<file path="src/rtl/reg_scoreboard_pkg.sv">
// Shared types and sizing for the register scoreboard.
//   r_t        : architectural register index (5 bits)
//   cnt_t      : per-register pending-write counter
//   ptot_t     : sum of all pending-write counts
package reg_scoreboard_pkg;

   localparam int unsigned R_W        = 5;
   localparam int unsigned NUM_REGS   = 32;
   localparam int unsigned SB_CNT_W   = 2;
   localparam int unsigned SB_CNT_MAX = 3;
   localparam int unsigned PEND_TOT_W = 7;

   typedef logic [R_W-1:0]        r_t;
   typedef logic [SB_CNT_W-1:0]   cnt_t;
   typedef logic [PEND_TOT_W-1:0] ptot_t;

endpackage : reg_scoreboard_pkg

</file>
<file path="src/rtl/sb_counter.sv">
// Pending-write counter for one register: saturating up/down with clear.
//   clk, rst_n   : clock, async active-low reset
//   clear_i      : zero the count (wins over inc/dec)
//   inc_i, dec_i : one issue / one writeback this cycle
//   cnt_o        : current count (registered)
//   cnt_nxt_c    : count after the next posedge
//   busy_c       : count != 0
//   underflow_c  : dec requested while count == 0 (ignored)
module sb_counter
   import reg_scoreboard_pkg::*;
(
   input  logic clk,
   input  logic rst_n,
   input  logic clear_i,
   input  logic inc_i,
   input  logic dec_i,
   output cnt_t cnt_o,
   output cnt_t cnt_nxt_c,
   output logic busy_c,
   output logic underflow_c
);

   cnt_t cnt_q, cnt_d;
   logic dec_ok;

   // Next count; simultaneous inc and accepted dec cancel out.
   always_comb begin
      cnt_d       = cnt_q;
      underflow_c = dec_i & (cnt_q == '0);
      dec_ok      = dec_i & ~underflow_c;
      if (clear_i) begin
         cnt_d = '0;
      end else begin
         unique case ({inc_i, dec_ok})
            2'b10: if (cnt_q != cnt_t'(SB_CNT_MAX)) cnt_d = cnt_q + cnt_t'(1);
            2'b01: cnt_d = cnt_q - cnt_t'(1);
            default: cnt_d = cnt_q;
         endcase
      end
   end

   always_ff @(posedge clk or negedge rst_n) begin
      if (!rst_n) cnt_q <= '0;
      else        cnt_q <= cnt_d;
   end

   assign cnt_o     = cnt_q;
   assign cnt_nxt_c = cnt_d;
   assign busy_c    = (cnt_q != '0);

endmodule : sb_counter

</file>
<file path="src/rtl/reg_scoreboard.sv">
// Register scoreboard: tracks pending writes per register and stalls issue
// on RAW hazards or when a destination already has the maximum in flight.
// Optional macro SB_BYPASS_EN: a source whose last pending write is being
// written back this cycle does not stall (value is forwarded).
//   clk, rst_n             : clock, async active-low reset
//   issue_valid            : instruction presented for issue
//   rs1_/rs2_addr, _rden   : source registers and read enables
//   rd_addr, rd_wren       : destination register and write enable
//   wb_valid, wb_rd_addr   : one register write retiring
//   flush                  : discard all pending-write tracking
//   issue_stall            : combinational hold for decode
//   busy_mask              : registered, bit n = register n pending
//   pending_total          : registered, sum of pending counts
//   sb_err                 : registered sticky writeback-without-pending flag
module reg_scoreboard
   import reg_scoreboard_pkg::*;
(
   input  logic                clk,
   input  logic                rst_n,
   input  logic                issue_valid,
   input  r_t                  rs1_addr,
   input  r_t                  rs2_addr,
   input  logic                rs1_rden,
   input  logic                rs2_rden,
   input  r_t                  rd_addr,
   input  logic                rd_wren,
   input  logic                wb_valid,
   input  r_t                  wb_rd_addr,
   input  logic                flush,
   output logic                issue_stall,
   output logic [NUM_REGS-1:0] busy_mask,
   output ptot_t               pending_total,
   output logic                sb_err
);

   cnt_t                cnt     [NUM_REGS];
   cnt_t                cnt_nxt [NUM_REGS];
   logic [NUM_REGS-1:0] busy;
   logic [NUM_REGS-1:0] uflow;
   logic                issue_fire;
   logic                raw1, raw2, waw;

   logic [NUM_REGS-1:0] busy_mask_q, busy_mask_d;
   ptot_t               pending_total_q, pending_total_d;
   logic                sb_err_q, sb_err_d;

   // x0 is never tracked.
   assign cnt[0]     = '0;
   assign cnt_nxt[0] = '0;
   assign busy[0]    = 1'b0;
   assign uflow[0]   = 1'b0;

   for (genvar n = 1; n < NUM_REGS; n++) begin : g_cnt
      sb_counter u_cnt (
         .clk         (clk),
         .rst_n       (rst_n),
         .clear_i     (flush),
         .inc_i       (issue_fire & rd_wren & (rd_addr == r_t'(n))),
         .dec_i       (wb_valid & (wb_rd_addr == r_t'(n))),
         .cnt_o       (cnt[n]),
         .cnt_nxt_c   (cnt_nxt[n]),
         .busy_c      (busy[n]),
         .underflow_c (uflow[n])
      );
   end

   // Hazard detection from current counts (also valid during a flush cycle).
   always_comb begin
      raw1 = rs1_rden & (rs1_addr != '0) & busy[rs1_addr];
      raw2 = rs2_rden & (rs2_addr != '0) & busy[rs2_addr];
      waw  = rd_wren & (rd_addr != '0) & (cnt[rd_addr] == cnt_t'(SB_CNT_MAX));
`ifdef SB_BYPASS_EN
      if (wb_valid & (wb_rd_addr == rs1_addr) & (cnt[rs1_addr] == cnt_t'(1))) raw1 = 1'b0;
      if (wb_valid & (wb_rd_addr == rs2_addr) & (cnt[rs2_addr] == cnt_t'(1))) raw2 = 1'b0;
`endif
      issue_stall = issue_valid & (raw1 | raw2 | waw);
      issue_fire  = issue_valid & ~issue_stall;
   end

   // Summary outputs track the post-edge counter state.
   always_comb begin
      busy_mask_d     = '0;
      pending_total_d = '0;
      for (int unsigned n = 0; n < NUM_REGS; n++) begin
         busy_mask_d[n]  = (cnt_nxt[n] != '0);
         pending_total_d = pending_total_d + ptot_t'(cnt_nxt[n]);
      end
      sb_err_d = flush ? 1'b0 : (sb_err_q | (|uflow));
   end

   always_ff @(posedge clk or negedge rst_n) begin
      if (!rst_n) begin
         busy_mask_q     <= '0;
         pending_total_q <= '0;
         sb_err_q        <= 1'b0;
      end else begin
         busy_mask_q     <= busy_mask_d;
         pending_total_q <= pending_total_d;
         sb_err_q        <= sb_err_d;
      end
   end

   assign busy_mask     = busy_mask_q;
   assign pending_total = pending_total_q;
   assign sb_err        = sb_err_q;

endmodule : reg_scoreboard

</file>
<file path="config.mk">
export PLATFORM = sky130hd
export DESIGN_NAME = reg_scoreboard
export DESIGN_NICKNAME = d
export VERILOG_FILES = /design/src/rtl/reg_scoreboard_pkg.sv /design/src/rtl/sb_counter.sv /design/src/rtl/reg_scoreboard.sv
export SDC_FILE = /design/constraint.sdc
export NUM_CORES = 1
export LEC_CHECK = 0
export BUFFER_PORTS_ARGS = -buffer_cell sky130_fd_sc_hd__buf_2
export CORE_UTILIZATION = 50
export DETAILED_ROUTE_END_ITERATION = 8
export PLACE_DENSITY = 0.68
export SETUP_SLACK_MARGIN = 0.2
export SKIP_LAST_GASP = 1
export SYNTH_ARGS = -nofsm -noshare
export SYNTH_HDL_FRONTEND = slang
export SYNTH_HIERARCHICAL = 1
export SYNTH_SLANG_ARGS = --single-unit
</file>
<file path="constraint.sdc">
create_clock -name clk -period 16.2 [get_ports clk]
set_input_delay 0.81 -clock clk [delete_from_list [all_inputs] [get_ports clk]]
set_output_delay 0.81 -clock clk [all_outputs]
set_load 0.02 [all_outputs]
</file>
==> impl_metrics.csv, run 1 <==
group,metric,value,unit
outcome,status,"finished with violations",
outcome,violations,"DRC",
place,dp.cells,1504,
clocking,cts_buffer_depth,2,
sta,finClkSkew,0.00840,ns
yosys,synthMuxAreaShare,5.76,%
global_route,grt_pass1_vias,7999,
yosys,syn-instance-count,1183,
detailed_routing,dr_total_vias,8138,
detailed_routing,vias_per_cell,5.35,
pwr,p_clk_share,42.2,%
floorplan,die_area,22000,sq um
yosys,synth.area.top_cells,"dfrtp_1 24%, ha_1 16%, fa_1 11%",
worst_setup_path,cp.arrival,9.21,ns
floorplan,fp.coreArea,21000,sq um
finish,drive_gt1_share,12.8,%
detailed_routing,drtIter0Drc,634,
clocking,cts_resized,0,
yosys,synthesis.area,10700,sq um
floorplan,top_level_ports,69,
place,dpl_worst_slack,6.91,ns
sta,setup_violations,0,
clocking,tritoncts,"done",
place,finalWeightedCongestion,0.926,
sta,slew_headroom,42.1,%
global_route,grt_max_degree,69,
pwr,ir_worst_vdd,41.7,uV
global_route,grt_pass1_wl,42.3,mm
floorplan,die_x,148,microns
global_route,gr-usage-met2,38.9,%
global_route,grt_use_met1,36.0,%
yosys,synth_top_family_by_area,"adder cells",
hold_path,hp-class,"primary input to asynchronous set/reset pin",
sta,final.setup.worst_slack,7.23,ns
pwr,intPower,0.419,mW
global_route,grt.overflow.total,0,
worst_setup_path,path_max_fanout,28,
sta,worst_hold_slack,0.397,ns
clocking,cts_buffers,9,
sta,hold_violations,0,
yosys,ys_seq_elements,101,
clocking,clkSlewWorstSetupHoldPaths,0.07,ns
global_route,grt.busiest_layer,"met2",
yosys,syn_area_per_cell,9.03,sq um
yosys,ys_seq_area_share,23.7,%
sta,finalCriticalPeriod,8.97,ns
pwr,power_frac_seq,45.3,%
worst_setup_path,cp.required,16.44,ns
floorplan,start_util,51.0,%
flow_run,maxCapViolCount,0,
floorplan,rows,53,
global_route,grt_antenna_before_repair,0,
yosys,yosys_warnings,6,
floorplan,fp.dieH,148,microns
yosys,yosys.area_share.simple,24.9,%
detailed_routing,wl,26.5,mm
sta,max_freq,111,MHz
yosys,ys.flop_type,"dfrtp_1",
pwr,pwr-share-comb,12.4,%
worst_setup_path,path_class,"primary input to flop",
sta,slew_violations,0,
global_route,grt_use_met3,5.06,%
yosys,synth.distinct_cells,49,
pwr,p_sw_share,26.3,%
clocking,holdBufCountCts,0,
detailed_routing,detail_route.wl_per_cell,17.4,microns
clocking,cts-root-buf,"clkbuf_16",
yosys,yosys-top-cells-count,"279 x inv_1, 136 x ha_1, 132 x nand2b_1",
pwr,p_sw,0.149,mW
clocking,post_cts_buffers,0,
yosys,synth_edf_count,0,
clocking,htree_levels,3,
sta,grt_setup_unrepaired,"no",
finish,areaGrowthSynthToFinish,8.22,%
pwr,powerDensity,49.1,nW/um^2
worst_setup_path,startpoint_type,"primary input",
worst_setup_path,critical_path.endpoint_type,"flop",
yosys,yosysMostFrequentCell,"inv_1",
sta,finalSetupTns,0,ns
pwr,leakage,5.40,nW
sta,fin_crit_sh,55.4,%
yosys,yosysTopAreaCell,"dfrtp_1",
yosys,synth-async-reset-ratio,100,%
clocking,insertion_delay,0.36,ns
sta,tightest_slew,0.869,ns
place,hpwlAfterDp,21.8,mm
detailed_routing,dr.pass1.iters,7,
finish,fin_nets,1461,
yosys,syn_nets,1404,
yosys,synthAdderAreaFrac,26.6,%
finish,fin_cells,1520,
yosys,synth_xor_area_share,0.492,%
global_route,grtUsageTotal,25.5,%
yosys,synth-compound-area-share,7.40,%
detailed_routing,ant_nets,0,
place,place.port_buffers,67,
yosys,synth.top_cell.area_share,23.7,%
detailed_routing,drc,2,
clocking,cts_sinks,101,
## critical path, cell delays in order
cell	delay, ns
buf_2	0.53
mux4_2	0.59
mux2i_1	0.21
a21oi_1	0.10
nand3b_1	0.25
nand4_2	0.29
nor3_1	0.48
inv_1	0.09
ha_1	0.33
nor2b_1	0.14
a311oi_1	0.62
fa_1	0.56
fa_1	0.54
fa_1	0.53
fa_1	0.47
fa_1	0.50
fa_1	0.54
inv_1	0.05
fa_1	0.58
inv_1	0.06
ha_1	0.28
a21o_1	0.15
a21oi_1	0.21
nor2b_1	0.07
o21ai_0	0.15
nand2b_1	0.08
## power groups by stage
| stage | clock network, mW | logic, mW | registers (mW) |
|---|---|---|---|
| 6_report | 0.240 | 0.0706 | 0.258 |
| 5_1_grt | 0.254 | 0.0778 | 0.258 |
| 4_1_cts | 0.246 | 0.0708 | 0.258 |
| 3_5_place_dp | 0 | 0.0706 | 0.263 |
| 3_3_place_gp | 0 | 0.0695 | 0.263 |
| 2_1_floorplan | 0 | 0.0418 | 0.266 |
## sequential cells by signal (all words and copies together), names as in the netlist
| register | flops |
|---|---|
| g_cnt.u_cnt/cnt_o | 62 |
| busy_mask | 31 |
| pending_total | 7 |
| sb_err | 1 |
## kinds of logic (layout without fill, tap and decap cells)
group                      after synthesis  after routing
and+or+nand+nor                        444            444
buffers and inverters                  302            363
adders and majority gates              193            193
DFF                                    101            101
AOI/OAI and AO/OA                       95             95
muxes                                   41             41
xor gates and xnor gates                 6              6
other                                    1              2
## cell type report
| class | count | area [sq um] |
|---|---|---|
| Timing Repair Buffer | 69 | 353 |
| Clock buffer | 10 | 239 |
| Fill cell | 1948 | 9390 |
| Antenna cell | 1 | 2.50 |
| Sequential cell | 101 | 2530 |
| Clock inverter | 5 | 82.6 |
| Tap cell | 275 | 344 |
| Inverter | 279 | 1050 |
| Multi-Input combinational cell | 780 | 6970 |
## per-stage QoR
step / cell area, sq um / total power [mW] / utilization (%)
global route: 11600 / 0.590 / 55.2
finish: 11600 / 0.568 / 55.2
detailed placement: 11200 / 0.333 / 53.6
floorplan: 10700 / 0.308 / -
CTS: 11600 / 0.575 / 55.2
global placement: 11200 / 0.332 / 53.6
## cell usage in the layout, fill, tap and decap left out, types with 4 or more instances in the layout
cell | synthesis | final
xnor2_1 | 5 | 5
a21oi_1 | 6 | 6
nor3_1 | 46 | 46
nand2b_1 | 132 | 132
o21ai_0 | 6 | 6
nand3b_1 | 9 | 9
nand2_1 | 33 | 33
fa_1 | 57 | 57
dfrtp_1 | 101 | 101
inv_1 | 279 | 279
ha_1 | 136 | 136
buf_2 | 6 | 66
nor2_1 | 23 | 23
mux4_2 | 7 | 7
nor3b_1 | 4 | 4
mux2i_1 | 24 | 24
a311oi_1 | 63 | 63
and2_2 | 31 | 31
nand4_2 | 4 | 4
nor4_1 | 11 | 11
or2_2 | 25 | 25
clkbuf_16 | 0 | 9
mux4_1 | 7 | 7
nor2b_1 | 98 | 98
nand3_1 | 17 | 17
## metal layers
metal	vias to the layer above	routed length, microns
met5	-	0
met4	0	733
met3	39	1950
met2	259	11600
met1	3940	12100
li1	3900	-
## worst paths after layout
kind                                                 endpoint  slack, ns  depth (start not counted)                                from
min in group clk           g_cnt[25].u_cnt/cnt_o[1]$_DFF_PN0_       0.61                          2  g_cnt[25].u_cnt/cnt_o[1]$_DFF_PN0_
hold reg to reg            g_cnt[25].u_cnt/cnt_o[1]$_DFF_PN0_       0.61                          2  g_cnt[25].u_cnt/cnt_o[1]$_DFF_PN0_
setup reg to reg                   pending_total[6]$_DFF_PN0_       7.27                         28   g_cnt[8].u_cnt/cnt_o[0]$_DFF_PN0_
setup / recovery                   pending_total[6]$_DFF_PN0_       7.23                         26                          rd_addr[1]
max in group asynchronous             busy_mask[18]$_DFF_PN0_      14.56                          2                               rst_n
hold / removal                         busy_mask[5]$_DFF_PN0_       0.40                          1                               rst_n
Note: power is estimated with default switching activity, not from simulation.
==> run 2, diff against run 1 <==
==> constraint.sdc (replaced) <==
create_clock -name clk -period 8.3 [get_ports clk]
set_input_delay 0.415 -clock clk [delete_from_list [all_inputs] [get_ports clk]]
set_output_delay 0.415 -clock clk [all_outputs]
set_load 0.02 [all_outputs]
==> impl_metrics.csv, run 2 (synthesized netlist as in run 1, its figures left out) <==
group,metric,value,unit
global_route,grt_max_degree,54,
detailed_routing,wl,31.7,mm
global_route,grt.busiest_layer,"met2",
place,dp.cells,1666,
pwr,leakage,6.64,nW
place,placed_area,12500,sq um
place,place.port_buffers,67,
clocking,cts_buffer_depth,2,
detailed_routing,drtIter0Drc,794,
place,finalWeightedCongestion,0.915,
clocking,cts-root-buf,"clkbuf_16",
finish,areaGrowthSynthToFinish,32.7,%
floorplan,start_util,51.0,%
detailed_routing,drc,5,
global_route,grt_antenna_before_repair,2,
place,hpwlAfterDp,23.7,mm
clocking,cts_sinks,101,
worst_setup_path,path_class,"flop to flop",
floorplan,die_x,148,microns
global_route,grt_use_met1,38.4,%
clocking,cts_buffers,9,
detailed_routing,ant_nets,0,
sta,finalCriticalPeriod,8.05,ns
floorplan,fp.dieH,148,microns
finish,fin_cells,1727,
sta,finClkSkew,0.0108,ns
pwr,p_clk_share,41.7,%
finish,mostFrequentLayoutCells,"237 x inv_1, 196 x buf_4, 132 x nand2b_1",
sta,grt_setup_unrepaired,"yes",
pwr,power_frac_seq,42.5,%
floorplan,fp.coreArea,21000,sq um
global_route,grt_pass1_vias,9171,
global_route,grt_use_met3,4.57,%
finish,stdcell_area,14200,sq um
pwr,p_sw_share,27.2,%
outcome,violations,"DRC",
finish,final_common_cell,"inv_1",
worst_setup_path,crit_slowest_cell,"fa_1",
floorplan,rows,53,
finish,drive_gt1_share,36.2,%
finish,final.fill_count,1632,
detailed_routing,detail_route.wl_per_cell,18.3,microns
sta,slew_violations,0,
detailed_routing,dr.pass1.iters,7,
clocking,insertion_delay,0.37,ns
clocking,tritoncts,"done",
global_route,grtUsageTotal,28.7,%
outcome,status,"finished with violations",
worst_setup_path,crit_top_cell,"fa_1",
detailed_routing,vias_per_cell,5.42,
worst_setup_path,critical_path.endpoint_type,"flop",
finish,largest_reg_flops,62,
clocking,holdBufCountCts,0,
pwr,powerDensity,83.2,nW/um^2
sta,max_freq,124,MHz
pwr,total_power,1.18,mW
sta,fin_crit_sh,96.9,%
sta,slew_headroom,18.5,%
pwr,ir_worst_vdd,91.5,uV
global_route,grt_pass1_wl,48.0,mm
flow_run,maxCapViolCount,0,
worst_setup_path,startpoint_type,"flop",
detailed_routing,dr_total_vias,9356,
worst_setup_path,cp-startpoint,"g_cnt[18].u_cnt/cnt_o[1]$_DFF_PN0_",
floorplan,die_area,22000,sq um
floorplan,top_level_ports,69,
worst_setup_path,max_stage_delay,0.55,ns
pwr,intPower,0.859,mW
sta,finalSetupTns,0,ns
global_route,grt.overflow.total,0,
pwr,pwr-share-comb,15.8,%
pwr,p_sw,0.321,mW
clocking,clkSlewWorstSetupHoldPaths,0.08,ns
worst_setup_path,cp.required,8.55,ns
worst_setup_path,path_max_fanout,6,
worst_setup_path,cp.arrival,8.29,ns
clocking,htree_levels,3,
sta,setup_violations,0,
sta,hold_violations,0,
global_route,gr-usage-met2,46.9,%
finish,fin_nets,1666,
hold_path,hp-class,"primary input to asynchronous set/reset pin",
worst_setup_path,rr_startpoint,"g_cnt[18].u_cnt/cnt_o[1]$_DFF_PN0_",
sta,tightest_slew,1.22,ns
run 2: cell types whose count changed in the layout (fill, tap and decap cells not counted), moves of 5 or more:
cell	previous run	this run
a311oi_1	63	28
a311oi_2	0	35
buf_4	3	196
buf_6	0	10
fa_1	57	48
fa_2	0	9
ha_1	136	96
ha_2	0	5
ha_4	0	35
inv_1	279	237
inv_2	0	42
nor3_1	46	25
nor3_4	0	17
run 2: final timing paths:
kind                                                       to  slack, ns  cells after the start
min reg2reg                g_cnt[28].u_cnt/cnt_o[1]$_DFF_PN0_       0.67                      2
min in group clk           g_cnt[28].u_cnt/cnt_o[1]$_DFF_PN0_       0.67                      2
max in group asynchronous                    sb_err$_DFF_PN0_       7.04                      2
max reg2reg                        pending_total[5]$_DFF_PN0_       0.25                     34
max                                pending_total[5]$_DFF_PN0_       0.25                     34
min                                    busy_mask[5]$_DFF_PN0_       0.08                      1
run 2: routing by layer:
metal / vias to the layer above / share of wire, % / wire length [microns]
met2: 408 / 48 / 15100
li1: 4331 / - / -
met4: 0 / 3.1 / 981
met5: - / 0 / 0
met3: 88 / 8.0 / 2530
met1: 4529 / 41 / 13100
run 2: power groups by stage:
| stage | Combinational [mW] | Clock, mW | Sequential (mW) |
|---|---|---|---|
| final | 0.186 | 0.492 | 0.502 |
| after global routing | 0.200 | 0.523 | 0.502 |
| after floorplan | 0.0815 | 0 | 0.519 |
| after global placement | 0.152 | 0 | 0.511 |
| after CTS | 0.172 | 0.502 | 0.502 |
| after detailed placement | 0.155 | 0 | 0.511 |
run 2: what timing repair did:
item | CTS | global route
gates resized for setup | 108 | 119
gates cloned | 1 | 0
pin swaps | 33 | 66
endpoints found under the setup margin | 5 | 5
buffers inserted | 23 | 19
endpoints found under the hold margin | 0 | 0
run 2: critical path, delay by kind of cell (launching register included):
family / cells / cell delay (ns)
AOI/OAI and AO/OA: 5 / 0.70
xor gates and xnor gates: 1 / 0.12
muxes: 1 / 0.45
buffers and inverters: 13 / 1.26
and+or+nand+nor: 3 / 0.57
adders and majority gates: 11 / 4.40
DFF: 1 / 0.41
run 2: final cells by class:
cell class | instances | area (sq um) | share of cell area [%]
clock inverters | 4 | 76.3 | 0.538
multi-input cells | 781 | 7980 | 56.3
well taps | 275 | 344 | 2.43
clock buffers | 12 | 267 | 1.88
inverters | 279 | 1050 | 7.38
repair buffers | 273 | 1930 | 13.6
flip-flops and latches | 101 | 2530 | 17.8
diodes | 2 | 5.00 | 0.0353
run 2: per-stage QoR:
step,util [%],setup WS (ns),hold WS (ns)
final,67.7,0.255,0.0827
after global routing,67.7,-0.0617,0.131
after CTS,64.7,0.200,0.114
after detailed placement,59.5,-0.198,0.506
after global placement,59.5,-0.133,0.500
after floorplan,-,0.508,0.119
